## src/rtl/bio_gpio_filter_pkg.sv

```systemverilog
// Shared defaults and pin-vector type for the BIO GPIO input filter.
package bio_gpio_pkg;

    localparam int NPIN_DEF = 32;
    localparam int CW_DEF   = 4;

    typedef logic [NPIN_DEF-1:0] pin_vec_t;

endpackage

```

## src/rtl/bio_gpio_filter_if.sv

```systemverilog
// Pin-side bundle between the BIO core and the GPIO input filter.
interface bio_gpio_filter_if
    import bio_gpio_pkg::*;
#(
    parameter int NPIN = NPIN_DEF,
    parameter int CW   = CW_DEF
) ();

    logic [NPIN-1:0] pad_in;
    logic [NPIN-1:0] filt_en;
    logic [CW-1:0]   filt_len;
    logic [NPIN-1:0] rise_mask;
    logic [NPIN-1:0] fall_mask;
    logic [NPIN-1:0] pend_clr;
    logic [NPIN-1:0] gpio_in;
    logic [NPIN-1:0] rise;
    logic [NPIN-1:0] fall;
    logic [NPIN-1:0] pend;
    logic            edge_irq;

    modport master (
        output pad_in, filt_en, filt_len, rise_mask, fall_mask, pend_clr,
        input  gpio_in, rise, fall, pend, edge_irq
    );

    modport slave (
        input  pad_in, filt_en, filt_len, rise_mask, fall_mask, pend_clr,
        output gpio_in, rise, fall, pend, edge_irq
    );

endinterface

```

## src/rtl/bio_gpio_filter_filt_bit.sv

```systemverilog
// One pin: 2-flop synchronizer, deglitch counter, accepted level and edge pulses.
module bio_gpio_filt_bit #(
    parameter int CW = 4
) (
    input  logic          fclk,
    input  logic          resetn,
    input  logic          pad,
    input  logic          en,
    input  logic [CW-1:0] len,
    output logic          level,
    output logic          rise,
    output logic          fall
);

    logic          sync1_reg;
    logic          sync2_reg;
    logic [CW-1:0] cnt_reg;
    logic [CW-1:0] cnt_next;
    logic          level_reg;
    logic          level_next;
    logic          rise_reg;
    logic          fall_reg;

    // The counter only advances while below len, so it can never wrap even
    // when len is lowered mid-count; the >= compare accepts on the next cycle.
    always_comb begin
        cnt_next   = '0;
        level_next = level_reg;
        if (!en) begin
            level_next = sync2_reg;
        end else if (sync2_reg != level_reg) begin
            if (cnt_reg >= len) begin
                level_next = sync2_reg;
            end else begin
                cnt_next = cnt_reg + CW'(1);
            end
        end
    end

    always_ff @(posedge fclk or negedge resetn) begin
        if (!resetn) begin
            sync1_reg <= 1'b0;
            sync2_reg <= 1'b0;
            cnt_reg   <= '0;
            level_reg <= 1'b0;
            rise_reg  <= 1'b0;
            fall_reg  <= 1'b0;
        end else begin
            sync1_reg <= pad;
            sync2_reg <= sync1_reg;
            cnt_reg   <= cnt_next;
            level_reg <= level_next;
            // Pulses come from next vs current level so they line up with the level change.
            rise_reg  <= level_next & ~level_reg;
            fall_reg  <= ~level_next & level_reg;
        end
    end

    assign level = level_reg;
    assign rise  = rise_reg;
    assign fall  = fall_reg;

endmodule

```

## src/rtl/bio_gpio_filter.sv

```systemverilog
// GPIO input filter: per-pin deglitch instances plus sticky edge-pending bits and IRQ.
module bio_gpio_filter
    import bio_gpio_pkg::*;
#(
    parameter int NPIN = NPIN_DEF,
    parameter int CW   = CW_DEF
) (
    input  logic               fclk,
    input  logic               resetn,
    bio_gpio_filter_if.slave   bus
);

    logic [NPIN-1:0] level_w;
    logic [NPIN-1:0] rise_w;
    logic [NPIN-1:0] fall_w;
    logic [NPIN-1:0] pend_reg;
    logic [NPIN-1:0] pend_next;
    logic            edge_irq_reg;

    generate
        for (genvar gi = 0; gi < NPIN; gi++) begin : g_pin
            bio_gpio_filt_bit #(.CW(CW)) u_bit (
                .fclk   (fclk),
                .resetn (resetn),
                .pad    (bus.pad_in[gi]),
                .en     (bus.filt_en[gi]),
                .len    (bus.filt_len),
                .level  (level_w[gi]),
                .rise   (rise_w[gi]),
                .fall   (fall_w[gi])
            );
        end
    endgenerate

    // A new edge beats a simultaneous write-1-to-clear so no event is lost.
    always_comb begin
        pend_next = ((rise_w & bus.rise_mask) | (fall_w & bus.fall_mask))
                  | (pend_reg & ~bus.pend_clr);
    end

    always_ff @(posedge fclk or negedge resetn) begin
        if (!resetn) begin
            pend_reg     <= '0;
            edge_irq_reg <= 1'b0;
        end else begin
            pend_reg     <= pend_next;
            edge_irq_reg <= |pend_reg;
        end
    end

    assign bus.gpio_in  = level_w;
    assign bus.rise     = rise_w;
    assign bus.fall     = fall_w;
    assign bus.pend     = pend_reg;
    assign bus.edge_irq = edge_irq_reg;

endmodule

```

## src/flat_wrapper.sv

```systemverilog
// flat-port wrapper written by rule: the top's interface ports become plain ports
module bio_gpio_filter_flat import bio_gpio_pkg::*;
#(
    parameter int NPIN = NPIN_DEF,
    parameter int CW   = CW_DEF
)
  (fclk, resetn, bus_pad_in, bus_filt_en, bus_filt_len, bus_rise_mask, bus_fall_mask, bus_pend_clr, bus_gpio_in, bus_rise, bus_fall, bus_pend, bus_edge_irq);
  bio_gpio_filter_if #(.NPIN(NPIN), .CW(CW)) bus_i ();
  input  logic fclk;
  input  logic resetn;
  input wire logic [$bits(bus_i.pad_in)-1:0] bus_pad_in;
  input wire logic [$bits(bus_i.filt_en)-1:0] bus_filt_en;
  input wire logic [$bits(bus_i.filt_len)-1:0] bus_filt_len;
  input wire logic [$bits(bus_i.rise_mask)-1:0] bus_rise_mask;
  input wire logic [$bits(bus_i.fall_mask)-1:0] bus_fall_mask;
  input wire logic [$bits(bus_i.pend_clr)-1:0] bus_pend_clr;
  output wire logic [$bits(bus_i.gpio_in)-1:0] bus_gpio_in;
  output wire logic [$bits(bus_i.rise)-1:0] bus_rise;
  output wire logic [$bits(bus_i.fall)-1:0] bus_fall;
  output wire logic [$bits(bus_i.pend)-1:0] bus_pend;
  output wire logic [$bits(bus_i.edge_irq)-1:0] bus_edge_irq;
  assign bus_i.pad_in = bus_pad_in;
  assign bus_i.filt_en = bus_filt_en;
  assign bus_i.filt_len = bus_filt_len;
  assign bus_i.rise_mask = bus_rise_mask;
  assign bus_i.fall_mask = bus_fall_mask;
  assign bus_i.pend_clr = bus_pend_clr;
  assign bus_gpio_in = bus_i.gpio_in;
  assign bus_rise = bus_i.rise;
  assign bus_fall = bus_i.fall;
  assign bus_pend = bus_i.pend;
  assign bus_edge_irq = bus_i.edge_irq;
  bio_gpio_filter #(.NPIN(NPIN), .CW(CW)) u_core (.fclk(fclk), .resetn(resetn), .bus(bus_i));
endmodule
```

## config.mk

```make
export PLATFORM = sky130hd
export DESIGN_NAME = bio_gpio_filter_flat
export DESIGN_NICKNAME = d
export VERILOG_FILES = /design/src/rtl/bio_gpio_filter_pkg.sv /design/src/rtl/bio_gpio_filter_if.sv /design/src/rtl/bio_gpio_filter_filt_bit.sv /design/src/rtl/bio_gpio_filter.sv /design/src/flat_wrapper.sv
export SDC_FILE = /design/constraint.sdc
export NUM_CORES = 1
export LEC_CHECK = 0
export BUFFER_PORTS_ARGS = -buffer_cell sky130_fd_sc_hd__buf_4
export CORE_ASPECT_RATIO = 0.8
export CORE_MARGIN = 5
export CORE_UTILIZATION = 36
export DETAILED_ROUTE_END_ITERATION = 12
export GPL_ROUTABILITY_DRIVEN = 0
export GPL_TIMING_DRIVEN = 0
export SLEW_MARGIN = 10
export SYNTH_ARGS = -nofsm -noshare
export SYNTH_HDL_FRONTEND = slang
export SYNTH_SLANG_ARGS = --single-unit
```

## constraint.sdc

```tcl
create_clock -name fclk -period 1.9 [get_ports fclk]
set_input_delay 0.19 -clock fclk [delete_from_list [all_inputs] [get_ports fclk]]
set_output_delay 0.19 -clock fclk [all_outputs]
set_load 0.02 [all_outputs]
```

# ---- After elaboration in Yosys (flattened, before gate mapping)
# Index checks and enable logic that the tools add are counted.
dict set report totals {
  mem_bits_ro 0
  mem_bits_rw 0
  latch_bits 0
  wordCells 617
  reg_bits 321
  in_bits 166
  mem_count 0
}
dict set report classes {
  addsub 32
  reduce_logical 1
  n_eq_ne 32
  multipliers 0
  mux 192
  div_mod_pow 0
  bitwise_logic 134
  shift 0
  magnitude_cmp 32
}
# op n
set ops {}
lappend ops {{2-to-1 mux 4 bit} 96}
lappend ops {{adder 4 x 1 -> 4 bit, second input constant} 32}
lappend ops {{greater-or-equal comparator 4 bit} 32}
lappend ops {{AND 32 bit} 3}
lappend ops {{2-to-1 mux 1 bit} 96}
lappend ops {{AND 1 bit} 64}
lappend ops {{inverter 1 bit} 64}
lappend ops {{bitwise OR 32 bit} 2}
lappend ops {{!= test 1 bit} 32}
lappend ops {{inverter 32 bit} 1}
lappend ops {{OR reduction 32 bit} 1}

# ---- Depth between registers and ports, before layout
dict set report depth {
  ltp_word 6
  mapped_depth 5
  mapped_depth_nobuf 5
}

# ---- Modules after synthesis
# A second synthesis with hierarchy kept.
dict set report unflattened {
  hier_cells 1260
  hier_area_um2 15074.5
}
# module area_each_um2 seq_area_each_um2 instances cells_each
set by_module_without_submodules {}
lappend by_module_without_submodules {bio_gpio_filt_bit 426.7 225.2 32 35}
lappend by_module_without_submodules {bio_gpio_filter 1421.4 825.8 1 140}

# ---- Worst setup path after synthesis
# OpenSTA, ideal clock, no wires.
dict set report synth_timing {
  path_type {input to register}
  start {input bus_filt_len[1]}
  end {register u_core.g_pin[10].u_bit.level_reg}
  t_arrival_ps 1829
  stages 5
  path_slack_ps -54
  required_time_ps 1775
  n_path_buf 0
  cell_sequence {inv_1 ha_1 o211ai_1 o211a_1 mux2_4}
}
dict set report synth_between {
  elab_chain_cells 4
}
# element line_no
set synth_lines {}
lappend synth_lines {{from (decl)} flat_wrapper.sv:13} ;# input wire logic [$bits(bus_i.filt_len)-1:0] bus_filt_len;
lappend synth_lines {{greater-or-equal comparator 4 bit} bio_gpio_filter_filt_bit.sv:32} ;# if (cnt_reg >= len) begin
lappend synth_lines {{2-to-1 mux 1 bit} bio_gpio_filter_filt_bit.sv:32}
lappend synth_lines {{2-to-1 mux 1 bit} bio_gpio_filter_filt_bit.sv:31} ;# end else if (sync2_reg != level_reg) begin
lappend synth_lines {{2-to-1 mux 1 bit} bio_gpio_filter_filt_bit.sv:29} ;# if (!en) begin
lappend synth_lines {{via u_core.g_pin[10].u_bit.level_next} bio_gpio_filter_filt_bit.sv:20} ;# logic level_next;
lappend synth_lines {{to (signal assigned)} bio_gpio_filter_filt_bit.sv:52} ;# level_reg <= level_next;
lappend synth_lines {{to (decl)} bio_gpio_filter_filt_bit.sv:19} ;# logic level_reg;
# The timed path passes the listed nets, and every way through them passes these cells.

# ---- Final worst setup path
dict set report layout_timing {
  start {register u_core.pend_reg[21], in the netlist u_core.bus.pend[21]}
  end {register u_core.edge_irq_reg, in the netlist u_core.bus.edge_irq}
}
dict set report layout_between {
  elab_chain_cells 1
}
# element line_no
set layout_lines {}
lappend layout_lines {{from (decl)} bio_gpio_filter.sv:16} ;# logic [NPIN-1:0] pend_reg;
lappend layout_lines {{from (signal assigned)} bio_gpio_filter.sv:46} ;# pend_reg <= pend_next;
lappend layout_lines {{OR reduction 32 bit} bio_gpio_filter.sv:47} ;# edge_irq_reg <= |pend_reg;
lappend layout_lines {{to (signal assigned)} bio_gpio_filter.sv:47}
lappend layout_lines {{to (decl)} bio_gpio_filter.sv:18} ;# logic edge_irq_reg;
# No other way between the ends.

==> impl_metrics.ini <==
[worst_setup_path]
path_cells = nor4_2 > nand4_1 > or2_2
r2r_cells = 3
crit_type = flip-flop to flip-flop
critical_path_arrival_ns = 2.20
startpoint = u_core.bus.pend[21]
cpPeakStageDelay_ns = 0.51
crit_slowest_cell = nor4_2
startpoint_type = flip-flop
cp.required_ns = 2.31
regToRegSetupSlack_ns = 0.11
path_max_fanout = 3
r2r-end = u_core.bus.edge_irq
worstReg2RegStart = u_core.bus.pend[21]
endpoint_kind = flip-flop

[yosys]
synth_cells = 1263
ys_ff_latch = 321
yosysSeqAreaShare = 0.508
synth_nets = 1589
ys_warn_count = 0
synthDistinctLibCells = 25
synth_area_sq_mm = 0.0158
syn-mean-instance-area_sq_um = 12.5

[timing]
min_period_over_period = 0.943
setup_ws_ns = 0.109
finalMaxSlewViolations = 0
period_minus_slack_ns = 1.79
hold_viol = 0
fmax_mhz = 558
setup_viol = 0
rsz0062_at_grt = no
slew-limit-headroom = 0.576
fin_worst_skew_ns = 0.0128
worstMarginPinSlew_ns = 0.635

[pwr]
ir_worst_vdd_uv = 521
combPwrFrac = 0.180
intPower_w = 0.0131
p_per_area_mw_per_mm2 = 855
p_clk_frac = 0.385
seq_power_share = 0.435
switchingPower_w = 0.00484
p_sw_frac = 0.269
leakage_nw = 10.3

[finish]
largest_register_ffs = 128
nets = 2024
post-route-util = 0.485
drive_above_1_share = 0.336
layout_commonest_cell = buf_4
area_delta_synth_final_pct = 32.9
layout_common_cells = buf_4, dfrtp_1, ha_1, nor2_1, dlygate4sd3_1

[clock_tree]
clk_path_buf_depth = 3
cts_buffers = 36
cts_tree = yes
insertion_delay_ns = 0.54
clock-sinks = 321
cts_max_level = 2
root_buffer = clkbuf_16
postCtsSetupRepairBufs = 0
clk_pin_slew_ns = 0.06

[min_path]
hold_class = input pin to flip-flop
hold_depth = 3
min_to = u_core.bus.pend[26]
min_from = bus_rise_mask[26]

[global_routing]
overflow = 0
grt_pass1_vias = 11600
grt_pass1_wl_mm = 61.7
grt_max_degree = 106
grt_usage = 0.158
antenna_found_initial = 4

[detailed_routing]
ant_nets = 0
wirelength_mm = 38.2
firstDrtPassIters = 4
num_vias = 10900
drc_errors = 0
drt_iter0_drc = 339
wl_per_cell_microns = 16.7
vias_per_cell = 4.75

[run]
maxCapViolations = 0

[place]
dp_slack_ns = -0.830
numPortBuffers = 294
hpwl_mm = 27.3

[die]
rows = 68
dieWidth_microns = 244
initial_core_util = 0.365
io_pins = 295
die_h_microns = 197
die_area_sq_mm = 0.0482
core_area_sq_mm = 0.0433

[status]
status = finished clean
repair_timing:
| item | CTS | global route |
|---|---|---|
| hold buffers | 96 | 0 |
| setup endpoints to repair | 163 | 0 |
| resized for setup | 4 | 0 |
| endpoints found under the hold margin | 114 | 0 |
worst max-delay path, delay by kind of cell, from the launching register on:
| kind | cells | cell delay (ns) |
|---|---|---|
| simple gates | 3 | 1.16 |
| flops | 1 | 0.50 |
worst max-delay path by stage:
stage,to,slack [ns],depth (start not counted)
floorplan,u_core.g_pin[10].u_bit.level,0.03,5
global route,u_core.bus.edge_irq,0.03,3
CTS,u_core.bus.edge_irq,0.04,3
global placement,u_core.g_pin[15].u_bit.sync1_reg,-2.39,1
detailed placement,u_core.g_pin[24].u_bit.level,-0.83,6
finish,u_core.bus.edge_irq,0.11,3
layout make-up:
type,instances,area [sq um]
fill,3870,22300
clock buffer,51,1050
timing repair buffer,396,3310
clock inverter,11,109
tap,560,701
inverter,67,255
multi-input combinational,779,6830
timing repair inverter,1,7.51
sequential,321,8030
buffer,96,721
antenna,1,2.50
synthesized netlist by cell type (all sizes together):
cell type | count | area (sq um)
o211a | 32 | 455
nand2 | 32 | 120
buf | 96 | 721
o2111ai | 32 | 280
or2 | 1 | 6.26
nand4 | 2 | 12.5
o21ai | 32 | 160
nor2b | 32 | 200
dfrtp | 321 | 8030
mux2 | 32 | 480
nor3b | 96 | 881
ha | 160 | 2000
and3 | 32 | 223
nor2 | 96 | 360
nand3 | 32 | 160
nor4 | 8 | 50.1
xor2 | 64 | 561
inv | 67 | 251
o211ai | 32 | 330
a22oi | 32 | 240
xnor2 | 32 | 280
power by group through the flow:
stage | sequential [W] | clock [W] | combinational (W)
after global placement | 0.00791 | 0 | 0.00294
final | 0.00780 | 0.00692 | 0.00323
after global routing | 0.00788 | 0.00741 | 0.00359
after floorplan | 0.00786 | 0 | 0.00169
after CTS | 0.00781 | 0.00717 | 0.00330
after detailed placement | 0.00792 | 0 | 0.00303
stage by stage:
step           hold WS (ns)  instance area (sq um)  TNS [ns]  total power, W  std cells
2_1_floorplan        -0.106                  15800         0         0.00955       1263
3_3_place_gp          0.300                  18700   -954.86          0.0108       2117
3_5_place_dp          0.134                  18900   -138.71          0.0110       2123
4_1_cts              0.0732                  21000         0          0.0183       2282
5_1_grt               0.132                  21000         0          0.0189       2283
6_report             0.0604                  21000         0          0.0180       2283
logic make-up (layout without fill, tap and decap cells):
logic type	count (synthesis)	count (layout)	share of synthesized area
simple gates	331	331	0.127
flops	321	321	0.508
buf+inv	163	622	0.0615
fa+ha+maj	160	160	0.127
compound gates	160	160	0.0928
xor+xnor	96	96	0.0532
mux	32	32	0.0304
other cells	0	1	0
layer usage:
metal / track usage / wire (microns) / up-vias
li1: - / - / 5267
met1: 0.215 / 17900 / 5261
met2: 0.256 / 17200 / 254
met3: 0.0384 / 2250 / 64
met4: 0.0401 / 788 / 6
met5: 0 / 42 / -
Power figures use the tool's default switching activity.
